File: config.mk
export PLATFORM = sky130hd
export DESIGN_NAME = mcs4_rom_bank
export DESIGN_NICKNAME = d
export VERILOG_FILES = /design/src/rtl/mcs4_rom_bank.sv
export SDC_FILE = /design/constraint.sdc
export NUM_CORES = 1
export LEC_CHECK = 0
export CORE_AREA = 2 2 75 77
export DETAILED_ROUTE_END_ITERATION = 12
export DIE_AREA = 0 0 77 79
export PLACE_DENSITY = 0.81
export SYNTH_ARGS = -nofsm -noshare
export SYNTH_HDL_FRONTEND = slang
export SYNTH_SLANG_ARGS = --single-unit
File: constraint.sdc
create_clock -name sysclk -period 3.1 [get_ports sysclk]
set_clock_uncertainty 0.2 [all_clocks]
set_input_delay 0.62 -clock sysclk [delete_from_list [all_inputs] [get_ports sysclk]]
set_output_delay 0.62 -clock sysclk [all_outputs]
set_load 0.05 [all_outputs]
File: src/rtl/mcs4_rom_bank.sv
// mcs4_rom_bank: MCS-4 program-memory bank emulating NUM_ROMS i4001-style ROM chips
// on the 4004 instruction bus.
//
// Tracks the 8-phase instruction cycle (A1 A2 A3 M1 M2 X1 X2 X3), captures the 12-bit
// fetch address for external storage, drives OPR/OPA when the addressed chip belongs
// to this bank, and implements SRC/WRR/RDR per-chip 4-bit I/O ports.
//
// Ports:
//   sysclk     - sole clock, rising edge
//   reset_n    - asynchronous active-low reset
//   clk1_pad   - phase-1 level (sampled only)
//   clk2_pad   - phase-2 level; its falling edge ends the current phase
//   sync_pad   - high during X3, marks the next phase as A1
//   cmrom_pad  - CM-ROM from the CPU
//   clear_pad  - synchronous clear of the I/O output latches
//   data_in    - resolved data bus value
//   data_out   - value to drive onto the bus
//   data_oe    - drive enable for data_out
//   rom_addr   - {chip, addr_hi, addr_lo} to storage
//   rom_data   - storage word, valid one sysclk after rom_addr changes
//   io_in      - external I/O pin levels, 4 per chip
//   io_out     - I/O output latches masked by IO_OUTPUT
module mcs4_rom_bank #(
  parameter int unsigned             NUM_ROMS  = 4,
  parameter int unsigned             ROM_BASE  = 0,
  parameter logic [4*NUM_ROMS-1:0]   IO_OUTPUT = {NUM_ROMS{4'b1111}}
) (
  input  logic                  sysclk,
  input  logic                  reset_n,
  input  logic                  clk1_pad,
  input  logic                  clk2_pad,
  input  logic                  sync_pad,
  input  logic                  cmrom_pad,
  input  logic                  clear_pad,
  input  logic [3:0]            data_in,
  output logic [3:0]            data_out,
  output logic                  data_oe,
  output logic [11:0]           rom_addr,
  input  logic [7:0]            rom_data,
  input  logic [4*NUM_ROMS-1:0] io_in,
  output logic [4*NUM_ROMS-1:0] io_out
);

  localparam logic [4:0] NumRoms5 = 5'(NUM_ROMS);
  localparam logic [4:0] RomBase5 = 5'(ROM_BASE);

  typedef enum logic [3:0] {
    StUnsync, StA1, StA2, StA3, StM1, StM2, StX1, StX2, StX3
  } state_e;

  state_e                state_q, state_d;
  logic                  clk1_q, clk2_q;
  logic                  adv;
  logic [3:0]            addr_lo_q, addr_hi_q;
  logic [11:0]           rom_addr_q;
  logic [3:0]            io_opa_q, src_chip_q;
  logic                  io_cyc_q;
  logic [4*NUM_ROMS-1:0] latch_q, latch_d;
  logic [4:0]            chip_off, src_off;
  logic                  sel, src_sel;
  logic                  do_wrr, do_rdr;
  logic [3:0]            rdr_val;

  // clk1 is only observed, never used for timing.
  logic unused_clk1;
  assign unused_clk1 = clk1_q;

  // Phase ends on the sysclk where clk2 has just fallen.
  assign adv = clk2_q & ~clk2_pad;

  // Offsets wrap in 5 bits so a chip below ROM_BASE lands far out of range.
  assign chip_off = {1'b0, rom_addr_q[11:8]} - RomBase5;
  assign src_off  = {1'b0, src_chip_q} - RomBase5;
  assign sel      = chip_off < NumRoms5;
  assign src_sel  = src_off < NumRoms5;

  assign do_wrr = (state_q == StX2) && io_cyc_q && (io_opa_q == 4'h2) && src_sel;
  assign do_rdr = (state_q == StX2) && io_cyc_q && (io_opa_q == 4'hA) && src_sel;

  always_comb begin
    state_d = state_q;
    if (adv) begin
      if (sync_pad) begin
        state_d = StA1;
      end else begin
        case (state_q)
          StUnsync: state_d = StUnsync;
          StA1:     state_d = StA2;
          StA2:     state_d = StA3;
          StA3:     state_d = StM1;
          StM1:     state_d = StM2;
          StM2:     state_d = StX1;
          StX1:     state_d = StX2;
          StX2:     state_d = StX3;
          StX3:     state_d = StA1;
          default:  state_d = StUnsync;
        endcase
      end
    end
  end

  always_comb begin
    latch_d = latch_q;
    if (clear_pad) begin
      latch_d = '0;
    end else if (adv && do_wrr) begin
      for (int unsigned k = 0; k < NUM_ROMS; k++) begin
        if (src_off == 5'(k)) latch_d[4*k +: 4] = data_in & IO_OUTPUT[4*k +: 4];
      end
    end
  end

  // Output pins read back their latch, input pins read the external level.
  always_comb begin
    rdr_val = 4'h0;
    for (int unsigned k = 0; k < NUM_ROMS; k++) begin
      if (src_off == 5'(k)) begin
        rdr_val = (latch_q[4*k +: 4] & IO_OUTPUT[4*k +: 4]) |
                  (io_in[4*k +: 4] & ~IO_OUTPUT[4*k +: 4]);
      end
    end
  end

  always_ff @(posedge sysclk or negedge reset_n) begin
    if (!reset_n) begin
      state_q    <= StUnsync;
      clk1_q     <= 1'b0;
      clk2_q     <= 1'b0;
      addr_lo_q  <= 4'h0;
      addr_hi_q  <= 4'h0;
      rom_addr_q <= 12'h000;
      io_opa_q   <= 4'h0;
      io_cyc_q   <= 1'b0;
      src_chip_q <= 4'h0;
      latch_q    <= '0;
    end else begin
      state_q <= state_d;
      clk1_q  <= clk1_pad;
      clk2_q  <= clk2_pad;
      latch_q <= latch_d;
      if (adv) begin
        case (state_q)
          StA1: addr_lo_q  <= data_in;
          StA2: addr_hi_q  <= data_in;
          StA3: rom_addr_q <= {data_in, addr_hi_q, addr_lo_q};
          StM2: begin
            // Any bank's fetch defines the I/O instruction, selected or not.
            io_opa_q <= data_in;
            io_cyc_q <= cmrom_pad;
          end
          StX2: if (cmrom_pad) src_chip_q <= data_in;
          default: ;
        endcase
      end
    end
  end

  // Drive is gated off by adv so the bus is released on the sysclk that ends the phase.
  always_comb begin
    data_oe  = 1'b0;
    data_out = 4'h0;
    if (!adv) begin
      if ((state_q == StM1) && sel) begin
        data_oe  = 1'b1;
        data_out = rom_data[7:4];
      end else if ((state_q == StM2) && sel) begin
        data_oe  = 1'b1;
        data_out = rom_data[3:0];
      end else if (do_rdr) begin
        data_oe  = 1'b1;
        data_out = rdr_val;
      end
    end
  end

  assign rom_addr = rom_addr_q;
  assign io_out   = latch_q & IO_OUTPUT;

endmodule

# Yosys cells after proc, flatten, opt, wreduce, memory -nomap -nowiden
# Memory sizes are Yosys's and may differ from the RTL's.
# Cells that the tools add are included.
word_totals:
  register_bits: 50
  mem_bits_ro: 64
  in_bits: 35
  output_inout_bits: 33
  elab_cells: 70
  memories: 1
mem_list:
  columns: ["memory", "words", "width", "read_ports", "rd_clocked_by_memory_dff", "write_ports", "line", "rtl"]
  rows:
  - ["(no name shown)", 16, 4, 1, 0, 0, "86", "case (state_q)"]
classes:
  n_lt_le_gt_ge: 2
  n_eq_ne: 11
  muxes: 19
  bitwise_logic: 2
  n_reduce_logical: 23
op_table:
  columns: ["operator", "count"]
  rows:
  - ["$mux 4", 13]
  - ["$mux 16", 2]
  - ["$eq 4x2->1 const B", 5]
  - ["$reduce_and 2->1", 8]
  - ["$eq 4x3->1 const B", 3]
  - ["$reduce_bool 2->1", 5]
  - ["$eq 4x1->1 const B", 2]
  - ["$logic_and 1x1->1", 8]
  - ["$lt 4x3->1 const B", 2]
  - ["$logic_not 5->1", 1]
  - ["$eq 4x4->1 const B", 1]
  - ["$mux 1", 4]
  - ["$reduce_and 3->1", 1]
  - ["$and 1x1->1", 1]
  - ["$not 1->1", 1]

# Depth between registers and ports, before layout
depth:
  ltp_word: 9
  mapped_depth: 5
  depth_no_buf: 5

# Worst setup path after synthesis
# OpenSTA, ideal clock, no wires.
synth_timing:
  path_kind: "reg-to-output"
  start: "register state_q[0]"
  end: "output port data_out[0]"
  t_arrival_ns: 2.681
  required_ns: 2.280
  path_slack_ns: -0.401
  stages_incl_launch_ff: 6
  n_path_buf: 0
  cell_sequence: "dfrtp_1 inv_1 ha_1 or2_1 a2111o_1 o32ai_1"
synth_between:
  elab_chain_len: 8
  word_cells_on_any_way: 12
  classes_between: "eq/ne: 3; mux: 4; reduce/logical: 5"
synth_rtl:
  columns: ["element", "line", "rtl"]
  rows:
  - ["from (decl)", "51", "state_e state_q, state_d;"]
  - ["from (signal assigned)", "126", "state_q <= StUnsync;"]
  - ["from (signal assigned)", "137", "state_q <= state_d;"]
  - ["$eq 4x3->1", "78", "assign do_rdr = (state_q == StX2) && io_cyc_q && (io_opa_q == 4'hA) && src_sel;"]
  - ["$logic_and 1x1->1 (3 in a row)", "78", null]
  - ["$mux 4", "169", "end else if (do_rdr) begin"]
  - ["$mux 4", "166", "end else if ((state_q == StM2) && sel) begin"]
  - ["$mux 4 (*)", "163", "if ((state_q == StM1) && sel) begin"]
  - ["$mux 4 (*)", "162", "if (!adv) begin"]
  - ["to (decl)", "36", "output logic [3:0] data_out,"]
# Mark *: on every way between the ends. The rest lies on a longest branch, timed or not.

# Final worst setup path
layout_timing:
  start: "register state_q[0]"
  end: "output port data_out[2]"
# The elaborated chain is that of the path after synthesis.

==> impl_metrics.csv <==
group,metric,value,unit
status,status,"finished, final reports clean",
worst_setup_path,end_kind,"primary output",
cells_and_area,diodes,0,
pwr,powerDensity,727,nW/um^2
floorplanning,start_util,0.462,
cells_and_area,syn2layout_area_growth,36.7,%
worst_setup_path,critPathMaxStageDelay,0.47,ns
worst_hold_path,hold_class,"input port to asynchronous set/reset pin",
cts,clk_pin_slew,0.09,ns
cts,root_buffer,"clkbuf_8",
floorplanning,die-height,79,um
global_routing,grt_pass1_vias,1771,
timing,max_freq,327,MHz
floorplanning,die-width,77,um
placement,place_area,3130,um^2
placement,dp_hpwl,3900,um
drt,routedWlPerCell,16.6,um
cts,clock_sinks,50,
timing,drv_slew,0,
logic_synthesis,synth_area_per_cell,12.6,um^2
timing,fin_tns_setup,0,ns
worst_setup_path,path_cells,"inv_2 > ha_4 > or2_1 > a2111o_1 > o32ai_2 > buf_4 > buf_12",
job,cap_violations,0,
logic_synthesis,synth_cells,195,
global_routing,antenna_found_initial,0,
drt,initialDrtViolationCount,64,
timing,min_period,3.06,ns
worst_setup_path,critical_path_required,2.28,ns
global_routing,grt_max_degree,23,
logic_synthesis,synth.cell_area,2460,um^2
placement,dp_slack,-0.0914,ns
timing,timing.final.crit_share,0.987,
worst_setup_path,cp_top_family,"compound AO/OA/AOI/OAI gates",
pwr,ir_drop,0.484,mV
cts,holdBufCountCts,0,
worst_setup_path,setup.worst_path.class,"flip-flop to primary output",
logic_synthesis,synthTopCellsByCount,"dfrtp_1, mux2_2, nand2b_1",
logic_synthesis,synth_area_leader_cell,"dfrtp_1",
cells_and_area,nets,302,
drt,top_layer,"met4",
cells_and_area,instances_no_fill,335,
logic_synthesis,ys.flop_type,"dfrtp_1",
drt,detail-route-antenna-nets,0,
drt,vias,1808,
pwr,power,2.45,mW
placement,placed_cells,319,
worst_setup_path,path_buf_inv,3,
cells_and_area,post-route-util,0.631,
timing,setup_viol,0,
logic_synthesis,synthesis.nets,235,
cells_and_area,layout-drive-gt1-share,0.312,
cts,cts-buffers-inserted,5,
floorplanning,design.core.area,5340,um^2
cts,htreeDepth,2,
logic_synthesis,synth_top_area_frac,0.508,
pwr,p_leak,1.56,nW
logic_synthesis,synth_enable_flop_cells,0,
floorplanning,rows,27,
logic_synthesis,yosysMostFrequentCell,"dfrtp_1",
placement,port_buffers,50,
drt,first_pass_iters,4,
worst_setup_path,arrival,2.24,ns
timing,worst_slack,0.0417,ns
cells_and_area,finalInstanceArea,3370,um^2
logic_synthesis,yosys-top-cells-area,"dfrtp_1, mux2_2, mux2i_1",
cells_and_area,fillers,436,
drt,dr_wl_met3,257,um
logic_synthesis,yosysWarnings,0,
drt,drc_errors,0,
timing,hold_viol_final,0,
global_routing,grt-ovfl-total,0,
logic_synthesis,synth_cell_types,35,
logic_synthesis,ys_ff_latch,50,
drt,drt-met1-wl,2450,um
placement,gp_congestion,0.734,
drt,viasPerCell,5.40,
floorplanning,top_level_ports,68,
global_routing,track_usage,0.185,
worst_setup_path,critPathLaunchType,"flip-flop",
cts,clk_path_buf_depth,2,
floorplanning,dieArea,6080,um^2
timing,slew_headroom,0.640,
drt,route.met2.wl,2780,um
timing,rsz0062_at_grt,"yes",
logic_synthesis,ys_async_sr_fraction,1.00,
logic_synthesis,yosysSeqAreaShare,0.508,
global_routing,grt_pass1_wl,8860,um
drt,wirelength,5570,um
cts,clk_latency,0.30,ns
worst_setup_path,crit_path_top_delay_cell,"a2111o_1",
timing,worst_pin_slew,0.539,ns
worst_setup_path,crit_fanout,4,
timing,holdWs,0.00624,ns
cts,cts_tree,"built",
==> metal layers <==
metal  global-route usage  vias to the layer above
li1                     -                      846
met1                0.238                      910
met2                0.316                       44
met3               0.0364                        8
met4               0.0625                        0
met5                    0                        -
==> cell usage in the layout, fill, tap and decap left out, types with 5 or more instances in the layout <==
master            n
clkbuf_8          5
buf_12            5
nand2b_1         23
nand4_1           5
dfrtp_1          49
clkdlybuf4s50_1  43
mux2i_1          17
buf_4            18
mux2_2           37
==> final cells by class <==
class                      count  area (um^2)  share of cell area
clock buffer                   6         72.6              0.0215
clock inverter                 2         37.5              0.0111
inverter                       3         11.3             0.00334
multi-input combinational    134         1220               0.363
sequential                    50         1250               0.372
tap                           72         90.1              0.0267
timing repair buffer          68          683               0.203
==> path summary, 6_finish.rpt <==
kind,start,end,slack (ns),depth (start not counted)
min reg2reg,io_opa_q[0]$_DFFE_PN0P_,io_opa_q[0]$_DFFE_PN0P_,0.31,1
max reg2reg,state_q[1]$_DFFE_PN0P_,rom_addr[5]$_DFFE_PN0P_,1.06,6
max in group asynchronous,reset_n,io_out[5]$_DFFE_PN0P_,2.07,2
max,state_q[0]$_DFFE_PN0P_,data_out[2],0.04,7
min in group sysclk,io_opa_q[0]$_DFFE_PN0P_,io_opa_q[0]$_DFFE_PN0P_,0.31,1
min,reset_n,io_opa_q[3]$_DFFE_PN0P_,0.006,1
==> sequential cells by signal, summed over array words and instances (netlist names) <==
name        count
addr_hi_q       4
addr_lo_q       4
clk2_q          1
io_cyc_q        1
io_opa_q        4
io_out         16
rom_addr       12
src_chip_q      4
state_q         4
==> timing repair <==
item	in CTS	in global routing
setup buffers	2	6
endpoints found under the hold margin	0	0
setup endpoints to repair	4	4
gates resized for setup	6	7
pin swaps	5	5
==> logic make-up (layout without fill, tap and decap cells) <==
kind of cell / after synthesis / after routing / share of synthesized area
and+or+nand+nor: 55 / 55 / 0.148
muxes: 54 / 54 / 0.238
DFF: 50 / 50 / 0.508
AOI/OAI and AO/OA: 20 / 20 / 0.0594
buffers and inverters: 11 / 79 / 0.0213
adders and majority gates: 5 / 5 / 0.0254
==> power breakdown <==
group	total, mW	switching, mW	internal [mW]
registers	0.967	0.145	0.822
clock network	0.450	0.210	0.241
logic	1.03	0.542	0.488
total	2.45	0.897	1.55
==> worst register-to-register path: stages, from the launching register on <==
cell and delay, ns:
dfrtp_1 0.40, buf_4 0.13, buf_4 0.13, ha_1 0.23, nand3_1 0.25, buf_4 0.22, mux2_2 0.35
No activity file was read; power rests on OpenSTA's default activity.
